**config.mk**
```make
export PLATFORM = sky130hd
export DESIGN_NAME = booth16_seq_mult
export DESIGN_NICKNAME = d
export VERILOG_FILES = /design/src/rtl/booth16_seq_mult.sv
export SDC_FILE = /design/constraint.sdc
export NUM_CORES = 1
export LEC_CHECK = 0
export CAP_MARGIN = 20
export CORE_ASPECT_RATIO = 0.5
export CORE_MARGIN = 2
export CORE_UTILIZATION = 55
export CTS_CLUSTER_DIAMETER = 100
export DETAILED_ROUTE_END_ITERATION = 8
export GPL_TIMING_DRIVEN = 1
export MAX_ROUTING_LAYER = met4
export PLACE_DENSITY = 0.82
export SKIP_CTS_REPAIR_TIMING = 1
export SLEW_MARGIN = 20
export SYNTH_ARGS = -nofsm -noshare
export SYNTH_HDL_FRONTEND = slang
export SYNTH_SLANG_ARGS = --single-unit
```
**constraint.sdc**
```tcl
create_clock -name clk_i -period 8.6 [get_ports clk_i]
set_clock_uncertainty 0.2 [all_clocks]
set_input_delay 1.29 -clock clk_i [delete_from_list [all_inputs] [get_ports clk_i]]
set_output_delay 1.29 -clock clk_i [all_outputs]
set_load 0.02 [all_outputs]
```
**src/rtl/booth16_seq_mult.sv**
```systemverilog
// Sequential radix-16 Booth multiplier controller/accumulator.
// Drives an external combinational encoder one 5-bit multiplier window per
// cycle and shift-accumulates the returned partial products into the product.
module booth16_seq_mult #(
  parameter int unsigned LENGTH = 32,
  parameter bit          SIGNED = 1'b1
) (
  input  logic                  clk_i,
  input  logic                  rst_i,
  input  logic                  start_i,
  input  logic [LENGTH-1:0]     a_i,
  input  logic [LENGTH-1:0]     b_i,
  output logic                  busy_o,
  output logic [LENGTH-1:0]     a_o,
  output logic [4:0]            b_sel_o,
  input  logic [LENGTH+3:0]     pp_i,
  output logic                  done_o,
  output logic [2*LENGTH-1:0]   product_o
);

  // Unsigned operands need one extra window to cover the zero-extended top bit.
  localparam int unsigned N  = SIGNED ? (LENGTH / 4) : (LENGTH / 4 + 1);
  localparam int unsigned CW = $clog2(N);
  localparam int unsigned PW = LENGTH + 4;
  localparam int unsigned AW = 2 * LENGTH + 4;
  localparam int unsigned BW = LENGTH + 5;
  localparam logic [CW-1:0] LAST = CW'(N - 1);

  typedef enum logic {
    S_IDLE,
    S_RUN
  } state_t;

  state_t              r_state;
  state_t              w_state_nxt;
  logic                w_accept;
  logic                w_step;
  logic                w_last;
  logic                w_ext_in;

  logic [CW-1:0]       r_cnt;
  logic [BW-1:0]       r_bsh;
  logic [AW-1:0]       r_acc;
  logic [LENGTH-1:0]   r_a;
  logic [2*LENGTH-1:0] r_product;
  logic                r_done;

  logic [AW-1:0]       w_pp_ext;
  logic [AW-1:0]       w_term;
  logic [AW-1:0]       w_acc_sum;

  // Extension bit for the multiplier: sign in signed mode, zero otherwise.
  assign w_ext_in = SIGNED ? b_i[LENGTH-1] : 1'b0;

  // Partial product is always sign-extended, then weighted by 16^cnt.
  assign w_pp_ext  = {{LENGTH{pp_i[PW-1]}}, pp_i};
  assign w_term    = w_pp_ext << {r_cnt, 2'b00};
  assign w_acc_sum = r_acc + w_term;

  // State register.
  always_ff @(posedge clk_i or posedge rst_i) begin
    if (rst_i) begin
      r_state <= S_IDLE;
    end else begin
      r_state <= w_state_nxt;
    end
  end

  // Next-state decode and datapath control strobes.
  always_comb begin
    w_state_nxt = r_state;
    w_accept    = 1'b0;
    w_step      = 1'b0;
    w_last      = 1'b0;
    unique case (r_state)
      S_IDLE: begin
        if (start_i) begin
          w_accept    = 1'b1;
          w_state_nxt = S_RUN;
        end
      end
      S_RUN: begin
        w_step = 1'b1;
        if (r_cnt == LAST) begin
          w_last      = 1'b1;
          w_state_nxt = S_IDLE;
        end
      end
      default: w_state_nxt = S_IDLE;
    endcase
  end

  // Operand latch, window shifter, accumulator and result register.
  always_ff @(posedge clk_i or posedge rst_i) begin
    if (rst_i) begin
      r_a       <= '0;
      r_bsh     <= '0;
      r_acc     <= '0;
      r_cnt     <= '0;
      r_product <= '0;
      r_done    <= 1'b0;
    end else begin
      r_done <= 1'b0;
      if (w_accept) begin
        r_a   <= a_i;
        r_bsh <= {{4{w_ext_in}}, b_i, 1'b0};
        r_acc <= '0;
        r_cnt <= '0;
      end else if (w_step) begin
        r_acc <= w_acc_sum;
        r_cnt <= r_cnt + CW'(1);
        // The top bit of the shifter already holds the extension bit.
        r_bsh <= {{4{r_bsh[BW-1]}}, r_bsh[BW-1:4]};
        if (w_last) begin
          r_product <= w_acc_sum[2*LENGTH-1:0];
          r_done    <= 1'b1;
        end
      end
    end
  end

  assign busy_o    = (r_state == S_RUN);
  assign a_o       = r_a;
  assign b_sel_o   = r_bsh[4:0];
  assign done_o    = r_done;
  assign product_o = r_product;

endmodule

```
==> metrics.csv <==
stage,metric,value,unit
global_route,"Remaining Overflow, GRT",0,
synthesis,syn_area_per_cell,8.72,sq um
synthesis,register bit count reported by yosys,199,
placement,IO buf count,205,
routing,total wire length,39000,microns
floorplan,row cnt,39,
critical_path,CP endpoint kind,register,
synthesis,Yosys warning total,0,
layout,P&R area growth vs syn,21.1,%
floorplan,Die ar.,0.0248,sq mm
synthesis,Synth Cell Area,0.0129,sq mm
synthesis,xor and xnor area share after synthesis,0.0367,
routing,vias,11667,
routing,DR vias/cell,6.02,
critical_path,worst path arrival time,6.14,ns
layout,non-filler cells in the finished layout,1937,
synthesis,Synth Area in Compound Gates,0.199,
timing,Tcrit/Tclk final,0.696,
routing,first-pass iteration count of the detailed router,6,
timing,relative slew slack,0.273,
clock_network,Sinks on Clock Net,199,
routing,Initial DRC Count,1161,
synthesis,Post-synth ARST share,1.00,
layout,nets,1787,
layout,"commonest non-fill, non-tap cell in the layout",nand2_1,
critical_path,cell family with most CP delay,compound AO/OA/AOI/OAI gates,
timing,Final Hold Fails,0,
critical_path,crit path from,r_cnt[0],
floorplan,CORE AREA,0.0229,sq mm
placement,DP Cell Count,1906,
global_route,initial antenna violation count,0,
layout,# diodes,0,
run,max-cap violation count,0,
critical_path,CP Data Required Time,8.75,ns
floorplan,die extent in x,221,microns
timing,unrepaired setup endpoints after global routing,false,
synthesis,mux contribution to synthesized area,0.107,
clock_network,total CTS buffers,17,
critical_path,Worst path slowest cell,dfrtp_2,
routing,post-route ant nets,0,
timing,final setup fails,0,
timing,Final TNS setup,0,ns
floorplan,top-level I/O count,206,
synthesis,Post-synth EDFFs,0,
synthesis,Cell variety after synth,64,
global_route,first-pass GRT wire length,61500,microns
routing,Residual DRC,0,
critical_path,CP cell instances,inv_1 -> nor2_1 -> nand2_1 -> o21ai_0 -> and2_1 -> ha_1 -> a21o_1 -> a21o_1 -> a221oi_1 -> a21oi_1 -> o21ai_0 -> a21boi_0 -> o21bai_1 -> a21oi_1 -> or3_1 -> a31o_2,
critical_path,delay of the slowest critical-path stage,1.02,ns
timing,worst slew pin tran,1.09,ns
synthesis,Post-Synth Adder-Cell Area,0.0646,
routing,Routed WL per cell,20.1,microns
outcome,outcome,"complete, no violations",
timing,"Slew Viols, Final",0,
global_route,largest net degree at the start of global routing,131,
placement,dpl hpwl,28800,microns
hold_path,hold_sp,product_o[37],
critical_path,WP buf/inv,1,
synthesis,combinational family with the most area after synthesis,compound AO/OA/AOI/OAI gates,
timing,"Min Clock Period, post-route",5.99,ns
floorplan,Die Span Y,112,microns
synthesis,gate count of the mapped netlist,1479,
clock_network,clk_lat worst skew,0.46,ns
layout,layout cell share with drive strength beyond 1,0.0791,
critical_path,Crit. path cell count,16,
critical_path,reg-to-reg startpoint,r_cnt[0],
synthesis,Synth Net Count,1648,
synthesis,simple-gate share of the synthesized area,0.169,
placement,gp weighted congestion,0.967,
global_route,vias in the first global route,11254,
layout,most frequent cells in the layout,"nand2_1 (306), clkdlybuf4s50_1 (204), dfrtp_1 (195), o21ai_0 (137), a21oi_1 (103)",
clock_network,CTS tree,built,
timing,Max Fclk,167,MHz
critical_path,CP Class,reg -> reg,
clock_network,Clock Path Buffers,2,
floorplan,starting density of the core,0.562,
critical_path,Reg2Reg Depth,16,
clock_network,H-tree depth,4,
global_route,total track usage,0.331,
clock_network,CTS root buf,clkbuf_16,
hold_path,Hold WC Path Type,reg -> reg,
synthesis,"Seq/Total Area, Yosys",0.386,
clock_network,Clock transition at path regs,0.08,ns
hold_path,hold path cells,2,
critical_path,crit-path max FO,55,
critical_path,Startpoint Class,register,
synthesis,top_reg_cell synth,dfrtp_1,
through the flow:
step | instance area [sq um] | hold WS [ns] | utilization | setup WS [ns]
3_5_place_dp | 15000 | 0.262 | 0.656 | 2.65
2_1_floorplan | 12900 | 0.249 | - | 1.68
6_report | 15600 | 0.275 | 0.681 | 2.61
4_1_cts | 15600 | 0.281 | 0.681 | 2.78
5_1_grt | 15600 | 0.307 | 0.681 | 2.30
3_3_place_gp | 15000 | 0.256 | 0.656 | 2.69
layer usage:
layer  wire (microns)  vias to the layer above  track usage
met5                0                        -            -
met4              874                        0       0.0991
met3             2600                       54       0.0572
met2            17600                      436        0.494
met1            17900                     5680        0.464
li1                 -                     5497            -
state kept, by name, indices dropped and copies added, names as in the netlist:
| signal | cells |
|---|---|
| product_o | 64 |
| r_cnt | 3 |
| busy_o | 1 |
| a_o | 32 |
| done_o | 1 |
| r_acc | 64 |
| r_bsh | 34 |
Yosys cell counts (7+ instances only):
master	n	share of area
o21bai_1	16	0.0093
a211oi_1	7	0.0041
a21oi_1	103	0.040
nand2b_1	11	0.0053
o21a_1	8	0.0047
mux2_2	62	0.054
a21o_1	56	0.033
and3_1	18	0.0087
clkbuf_1	74	0.022
nor2_1	63	0.018
nor2b_1	8	0.0039
xnor2_1	30	0.020
nand2_1	307	0.089
and2_1	10	0.0049
xor2_1	24	0.016
nand3_1	31	0.012
buf_1	12	0.0035
ha_1	65	0.063
a22o_1	13	0.0088
or3_1	8	0.0039
mux2i_1	68	0.053
inv_1	27	0.0079
o21ai_0	137	0.053
dfrtp_1	199	0.39
nor3_1	14	0.0054
nand4_1	19	0.0092
final timing paths:
check	slack [ns]	end
worst max-delay path	2.61	r_acc[38]
worst min-delay path	0.28	product_o[37]
worst max register to register	2.61	r_acc[38]
worst min register to register	0.28	product_o[37]
max in group asynchronous	5.34	busy_o
min in group asynchronous	1.22	a_o[23]
final cells by class:
class | count | area [sq um]
clock buffer | 20 | 457
inverter | 29 | 116
timing repair buffer | 214 | 2110
tap | 307 | 384
multi-input combinational | 1157 | 7440
clock inverter | 11 | 121
sequential | 199 | 4990
fill | 1839 | 7320
tightest hold or removal path: stages, from the launching register on:
cell	delay, ns
dfrtp_1	0.34
nand2_1	0.05
nand2_1	0.05
logic make-up (layout without fill, tap and decap cells):
kind of cell             after synthesis  count (layout)
adder cells (fa/ha/maj)               66              66
AND/OR/NAND/NOR                      503             503
XOR/XNOR                              54              54
flip-flops                           199             199
buffers and inverters                123             274
multiplexers                         130             130
AO/OA/AOI/OAI                        404             404
Power is left out: the tool's default activity adds up to more than one toggle a clock period on the data nets, which glitch-free logic cannot reach.
